`config.mk`:
```
export PLATFORM = sky130hd
export DESIGN_NAME = align_batch_ctrl
export DESIGN_NICKNAME = d
export VERILOG_FILES = /design/src/rtl/align_batch_ctrl.sv
export SDC_FILE = /design/constraint.sdc
export NUM_CORES = 1
export LEC_CHECK = 0
export BUFFER_PORTS_ARGS = -buffer_cell sky130_fd_sc_hd__buf_2
export CORE_MARGIN = 3
export CORE_UTILIZATION = 52
export CTS_CLUSTER_SIZE = 28
export DETAILED_ROUTE_END_ITERATION = 16
export PLACE_DENSITY_LB_ADDON = 0.05
export REMOVE_ABC_BUFFERS = 1
export SLEW_MARGIN = 10
export SYNTH_ARGS = -nofsm -noshare
export SYNTH_HDL_FRONTEND = slang
export SYNTH_SLANG_ARGS = --single-unit
```
`constraint.sdc`:
```
create_clock -name clk -period 2.5 [get_ports clk]
set_input_delay 0.25 -clock clk [delete_from_list [all_inputs] [get_ports clk]]
set_output_delay 0.25 -clock clk [all_outputs]
set_load 0.1 [all_outputs]
```
`src/rtl/align_batch_ctrl.sv`:
```
// align_batch_ctrl: buffers a batch of sign-magnitude partial products, streams them through a shared
// alignment unit against the batch max exponent and returns the accumulated sum. Option: ALIGN_SAT_EN.
module align_batch_ctrl #(
  parameter int unsigned N_PP  = 4,
  parameter int unsigned EXP_W = 5,
  parameter int unsigned PP_W  = 5,
  parameter int unsigned AL_W  = 16,
  parameter int unsigned ACC_W = 20
) (
  input  logic             clk,
  input  logic             rst,
  input  logic             in_valid,
  output logic             in_ready,
  input  logic [EXP_W-1:0] in_exp,
  input  logic [PP_W-1:0]  in_pp,
  input  logic             in_last,
  output logic [EXP_W-1:0] aln_exp,
  output logic [EXP_W-1:0] aln_exp_max,
  output logic [PP_W-1:0]  aln_pp,
  input  logic [AL_W-1:0]  aln_result,
  output logic             out_valid,
  input  logic             out_ready,
  output logic [ACC_W-1:0] out_sum,
  output logic [EXP_W-1:0] out_exp_max,
  output logic             busy
);

  localparam int unsigned CNT_W = $clog2(N_PP + 1);
  localparam int unsigned IDX_W = (N_PP > 1) ? $clog2(N_PP) : 1;
  localparam int unsigned DEPTH = 1 << IDX_W;

  typedef enum logic [1:0] {LOAD, ALIGN, DONE} state_t;

  state_t             state_q, state_nxt;
  logic [CNT_W-1:0]   count_q, idx_q;
  logic [EXP_W-1:0]   exp_max_q, exp_max_nxt_c;
  logic [ACC_W-1:0]   acc_q, acc_nxt_c, addend_c;
  logic               aln_vld_q;
  logic [EXP_W-1:0]   exp_buf_q [DEPTH];
  logic [PP_W-1:0]    pp_buf_q  [DEPTH];

  logic accept_c, last_beat_c, issue_c, align_end_c, out_hs_c, neg_zero_c;

  assign accept_c    = (state_q == LOAD) && in_valid;
  assign last_beat_c = accept_c && (in_last || (count_q == CNT_W'(N_PP - 1)));
  assign issue_c     = (state_q == ALIGN) && (idx_q < count_q);
  assign align_end_c = (state_q == ALIGN) && aln_vld_q && (idx_q == count_q);
  assign out_hs_c    = (state_q == DONE) && out_valid && out_ready;

  assign exp_max_nxt_c = ((count_q == '0) || (in_exp > exp_max_q)) ? in_exp : exp_max_q;

  // Negative zero from the alignment unit contributes nothing.
  assign neg_zero_c = (aln_result == {1'b1, {(AL_W-1){1'b0}}});
  assign addend_c   = neg_zero_c ? '0 : ACC_W'($signed(aln_result));

`ifdef ALIGN_SAT_EN
  logic             sat_q, ovf_c;
  logic [ACC_W:0]   sum_ext_c;

  assign sum_ext_c = {acc_q[ACC_W-1], acc_q} + {addend_c[ACC_W-1], addend_c};
  assign ovf_c     = (sum_ext_c[ACC_W] != sum_ext_c[ACC_W-1]);

  // Once clamped, the accumulator holds its bound until the batch is consumed.
  always_comb begin
    acc_nxt_c = sum_ext_c[ACC_W-1:0];
    if (sat_q) begin
      acc_nxt_c = acc_q;
    end else if (ovf_c) begin
      acc_nxt_c = sum_ext_c[ACC_W] ? {1'b1, {(ACC_W-1){1'b0}}} : {1'b0, {(ACC_W-1){1'b1}}};
    end
  end

  always_ff @(posedge clk or negedge rst) begin
    if (!rst) begin
      sat_q <= 1'b0;
    end else if (out_hs_c) begin
      sat_q <= 1'b0;
    end else if (aln_vld_q) begin
      sat_q <= sat_q | ovf_c;
    end
  end
`else
  assign acc_nxt_c = acc_q + addend_c;
`endif

  always_ff @(posedge clk or negedge rst) begin
    if (!rst) state_q <= LOAD;
    else      state_q <= state_nxt;
  end

  always_comb begin
    state_nxt = state_q;
    unique case (state_q)
      LOAD:    if (last_beat_c) state_nxt = ALIGN;
      ALIGN:   if (align_end_c) state_nxt = DONE;
      DONE:    if (out_hs_c)    state_nxt = LOAD;
      default: state_nxt = LOAD;
    endcase
  end

  // Datapath and registered outputs.
  always_ff @(posedge clk or negedge rst) begin
    if (!rst) begin
      count_q     <= '0;
      idx_q       <= '0;
      exp_max_q   <= '0;
      acc_q       <= '0;
      aln_vld_q   <= 1'b0;
      aln_exp     <= '0;
      aln_exp_max <= '0;
      aln_pp      <= '0;
      in_ready    <= 1'b1;
      out_valid   <= 1'b0;
      busy        <= 1'b0;
      for (int i = 0; i < int'(DEPTH); i++) begin
        exp_buf_q[i] <= '0;
        pp_buf_q[i]  <= '0;
      end
    end else begin
      if (accept_c) begin
        exp_buf_q[count_q[IDX_W-1:0]] <= in_exp;
        pp_buf_q[count_q[IDX_W-1:0]]  <= in_pp;
        count_q                       <= count_q + CNT_W'(1);
        exp_max_q                     <= exp_max_nxt_c;
      end

      // One entry presented per cycle; its aligned value is summed on the following edge.
      aln_vld_q   <= issue_c;
      aln_exp     <= '0;
      aln_exp_max <= '0;
      aln_pp      <= '0;
      if (issue_c) begin
        aln_exp     <= exp_buf_q[idx_q[IDX_W-1:0]];
        aln_pp      <= pp_buf_q[idx_q[IDX_W-1:0]];
        aln_exp_max <= exp_max_q;
        idx_q       <= idx_q + CNT_W'(1);
      end

      if (aln_vld_q) acc_q <= acc_nxt_c;

      if (out_hs_c) begin
        count_q   <= '0;
        idx_q     <= '0;
        exp_max_q <= '0;
        acc_q     <= '0;
      end

      in_ready  <= (state_nxt == LOAD);
      out_valid <= (state_nxt == DONE);
      busy      <= (state_nxt != LOAD);
    end
  end

  assign out_sum     = acc_q;
  assign out_exp_max = exp_max_q;

endmodule
```
After elaboration in Yosys (flattened, before gate mapping)
Index checks and enable logic that the tools add are counted.

Bits in registers: 92. Input port bits: 31.

Add/subtract/negate cells: 3. Magnitude comparators: 5. Equal/unequal tests: 6. Muxes and demuxes: 27. Bitwise gates (word level): 2. Reduce and logical (&&, ||, !) cells: 19.

Operators by type and width (count): $mux 20 (3); $mux 5 (11); $bwmux 20 (2); $add 20x20->20 (1); $bmux 5 s2 (2); $eq 16x16->1 const B (1); $mux 3 (4); $demux 5 s2 (1); $reduce_bool 2->1 (5); $logic_and 1x1->1 (8); $add 3x1->3 const B (2); $ge 3x3->1 const B (2); $mux 2 (3); $not 2->3 (2); $pmux 2 s3 (1); $gt 5x5->1 (1); $eq 2x2->1 const B (2); $logic_not 2->1 (2); $eq 3x2->1 const B (1); $eq 3x3->1 (1); $logic_not 3->1 (1); $lt 3x1->1 const B (1); $lt 3x3->1 (1); $eq 2x1->1 const B (1); 2 further kinds (3).

Longest topological paths before layout
Word-level depth: 6. Depth in mapped cells: 11.

Worst setup path before layout
OpenSTA, ideal clock, no wires.

Path type: reg2reg. Start point: reg acc_q[0] (netlist: out_sum[0]). End point: reg acc_q[18] (netlist: out_sum[18]). Data arrival time: 2.790 ns. Path slack: -0.423 ns. Cell stages (with the launch flop): 10. Clock period less this slack: 2.923 ns. Path through: dfrtp_1 ha_1 fa_1 a21o_1 a221oi_2 a22oi_1 a31oi_1 o21ai_0 xnor2_1 a21oi_1.

Longest elaborated chain between the ends: 3.

RTL lines: start, declared (RTL line 37) `logic [ACC_W-1:0] acc_q, acc_nxt_c, addend_c;`; start signal, assigned (RTL line 139) `if (aln_vld_q) acc_q <= acc_nxt_c;`; $add 20x20->20 (RTL line 83) `assign acc_nxt_c = acc_q + addend_c;`; $mux 20 (RTL line 139); $mux 20 (RTL line 141) `if (out_hs_c) begin`.

No other way between the ends. The select of a mux whose other input is x is not followed. A chain may end at the register's enable or synchronous reset.

Worst setup path in the final report
Start point: in aln_result[6]. End point: reg acc_q[19] (netlist: out_sum[19]).

Longest elaborated chain between the ends: 5.

RTL lines: start, declared (RTL line 20) `input logic [AL_W-1:0] aln_result,`; $eq 16x16->1 (RTL line 53) `assign neg_zero_c = (aln_result == {1'b1, {(AL_W-1){1'b0}}});`; $mux 20 (*) (RTL line 54) `assign addend_c = neg_zero_c ? '0 : ACC_W'($signed(aln_result));`; $add 20x20->20 (*) (RTL line 83); $mux 20 (*) (RTL line 139); $mux 20 (*) (RTL line 141).

Every way passes the cells marked *; elsewhere a longest branch is shown, timed or not. The select of a mux whose other input is x is not followed.

==> results.toml <==
[sta]
slew_headroom = 0.553
fmax_ghz = 0.423
grt_setup_unrepaired = "false"
timing.hold.ws_ns = 0.156
tightest_slew_ns = 0.670
fin_skew_ns = 0.0181
setup_ws_ns = 0.136
hold_violations = 0
drv_slew = 0
post-route-period-util = 0.946
finalSetupViolCount = 0
min_period_ns = 2.36

[drt]
first_pass_iters = 4
wl_per_cell_um = 16.2
ant_nets = 0
vias = 3601
wl_mm = 10.9
drt_iter0_markers = 93
route.detailed.drc = 0
viasPerCell = 5.34

[yosys]
synthMuxAreaShare = 0.167
synthAdderAreaFrac = 0.0857
synth_top_family_by_area = "multiplexers"
syn_area_sq_mm = 0.00505
synth_edf_count = 0
synth-simple-area-share = 0.109
synth.distinct_cells = 55
synth_seq_area_share = 0.456
synth_compound_area_frac = 0.107
synth_area_per_cell_sq_um = 11.4
async_reset_ff_frac = 1.00
ys_seq_elements = 92
netlist_instances = 442
synthXorXnorAreaFrac = 0.0347
yosys_warnings = 0
synth-main-ff-cell = "dfrtp_1"

[run]
cap_viol_max_count = 0

[clock_tree]
cts_tree = "yes"
clk_path_buf_depth = 2
clk_pin_slew_worst_paths_ns = 0.11
cts-root-buf = "clkbuf_8"
cts_sinks = 92
clk-insertion-delay-late_ns = 0.36
htree_num_levels = 3
cts_buffers = 9

[min_path]
min_path_type = "in -> reg"
min_path_cells = 2
hold_end = "pp_buf_q[16]"
worstHoldStart = "in_pp[1]"

[finish]
multi_input_area_sq_mm = 0.00261
final_area_sq_mm = 0.00606
seq_area_sq_mm = 0.00230
fillers = 790
diodes = 0
nNetsFinal = 605
drive_gt1_frac = 0.378
postLayoutCoreUtil = 0.650
area_growth_pct = 20.0

[floorplanning]
rows = 35
die_h_um = 105
ios = 74
start_util = 0.542
core_sq_mm = 0.00933
die_w_um = 105
dieArea_sq_mm = 0.0109

[critical_path]
slowest_delay_ns = 0.38
critPathCaptureType = "register"
r2r_start = "out_sum[0]"
cp.required_ns = 2.76
worst_setup_path_start_kind = "input port"
crit_fanout = 6
path_class = "in -> reg"
reg2reg_to = "out_sum[18]"
crit_chain = "buf_2 -> nor4_4 -> a41oi_4 -> buf_6 -> ha_1 -> a21o_1 -> a221o_1 -> o21ai_2 -> o41ai_2 -> a211o_1 -> a211o_1"
r2r_cells = 9
crit_slowest_cell = "a221o_1"
cp.arrival_ns = 2.63
path_delay_family = "compound AO/OA/AOI/OAI gates"
critPathBufInv = 2
r2r_setup_slack_ns = 0.16
path_depth = 11
crit_path_frequent_cell = "a211o_1"

[placed_design]
placed_area_sq_mm = 0.00577
place_ws_ns = -0.371
place_congestion = 0.871
hpwl_mm = 8.02
portBuffers = 73

[status]
status = "complete, no violations"

[grt]
grt_pass1_wl_mm = 18.5
grt_pass1_vias = 3764
antenna_found_initial = 0
gr-total-overflow = 0
grt.total_usage = 0.210
grt_max_degree = 52
[how the worst max path moves through the flow]
stage,startpoint,endpoint
after floorplan,out_sum[0],out_sum[18]
after global placement,aln_result[11],out_sum[19]
after detailed placement,aln_result[11],out_sum[19]
after CTS,aln_result[11],out_sum[19]
after global routing,out_sum[0],out_sum[12]
final,aln_result[6],out_sum[19]
[kinds of logic (layout without fill, tap and decap cells)]
group	Yosys count	in the layout
AND/OR/NAND/NOR	102	102
multiplexers	67	67
flip-flops	92	92
adder cells (fa/ha/maj)	34	34
AO/OA/AOI/OAI	79	79
buffers and inverters	48	151
XOR/XNOR	20	20
[metrics by stage]
stage	TNS (ns)	std cells
2_1_floorplan	-3.30	409
5_1_grt	0	674
3_5_place_dp	-0.371	654
3_3_place_gp	-0.351	654
4_1_cts	0	672
6_report	0	674
[Yosys cell counts, types with 2 or more instances]
master     n  area (sq um)
dfrtp_1   91          2280
mux2_2    40           450
nor2_1    36           135
ha_1      33           413
clkbuf_1  27           101
a21oi_1   19          95.1
o21ai_0   19          95.1
nand2_1   18          67.6
mux2i_1   17           170
and2_1    15          93.8
inv_1     15          56.3
xnor2_1   12           105
a21o_1    10          75.1
mux4_2    10           225
xor2_1     8          70.1
nand3b_1   6          45.0
a211oi_1   5          37.5
and3_1     5          31.3
nand3_1    5          25.0
o21a_1     5          37.5
nor2b_1    3          18.8
o211ai_1   3          22.5
a211o_1    2          17.5
a31oi_1    2          12.5
buf_2      2          10.0
nand4_1    2          12.5
nor3_1     2          10.0
nor3b_1    2          15.0
nor4_2     2          25.0
[repair_timing]
item                       in CTS  in global routing
pin swaps                       4                  5
gates resized for setup         2                 12
gates cloned                    0                  0
hold endpoints to repair       48                  0
setup endpoints to repair       1                  5
hold buffers                    1                  0
buffers inserted                1                  2
[final cells by class]
cell class,instances,share of cell area
well taps,129,0.0266
clock inverters,7,0.0111
repair buffers,120,0.122
clock buffers,9,0.0204
inverters,15,0.00929
multi-input cells,302,0.431
flip-flops and latches,92,0.380
[registers in the layout (all words and copies together), names as in the netlist]
name,cells
idx_q,3
busy,1
in_ready,1
aln_exp_max,5
out_sum,20
pp_buf_q,20
state_q,2
aln_exp,5
exp_buf_q,20
out_valid,1
aln_pp,5
count_q,3
aln_vld_q,1
out_exp_max,5
[metal layers]
layer,wire length [um],vias up,track usage
li1,-,1760,-
met1,4820,1773,0.267
met2,5560,57,0.366
met3,380,11,0.0389
met4,138,0,0.0627
met5,0,-,0
[layout by cell type (no fill, tap or decap), drive strengths merged, types with 2 or more instances in the layout]
| cell type | count |
|---|---|
| buf | 119 |
| dfrtp | 91 |
| mux2 | 40 |
| nor2 | 36 |
| ha | 33 |
| a21oi | 19 |
| o21ai | 19 |
| inv | 19 |
| nand2 | 18 |
| mux2i | 17 |
| and2 | 15 |
| xnor2 | 12 |
| a21o | 11 |
| mux4 | 10 |
| clkbuf | 9 |
| xor2 | 8 |
| nand3b | 6 |
| and3 | 5 |
| nand3 | 5 |
| o21a | 5 |
| a211oi | 5 |
| nor4 | 4 |
| nor2b | 3 |
| o211ai | 3 |
| nor3b | 3 |
| clkinv | 3 |
| nand4 | 2 |
| a211o | 2 |
| nor3 | 2 |
| a41oi | 2 |
| a221oi | 2 |
| a31oi | 2 |
| o22ai | 2 |
[worst register-to-register path: cells and delay by family, from the launching register on]
kind                     cells  cell delay (ns)
AO/OA/AOI/OAI                6             1.08
XOR/XNOR                     1             0.21
adder cells (fa/ha/maj)      2             0.55
flip-flops                   1             0.40
Power is left out: the tool's default activity adds up to more than one toggle a clock period on the data nets, which glitch-free logic cannot reach.
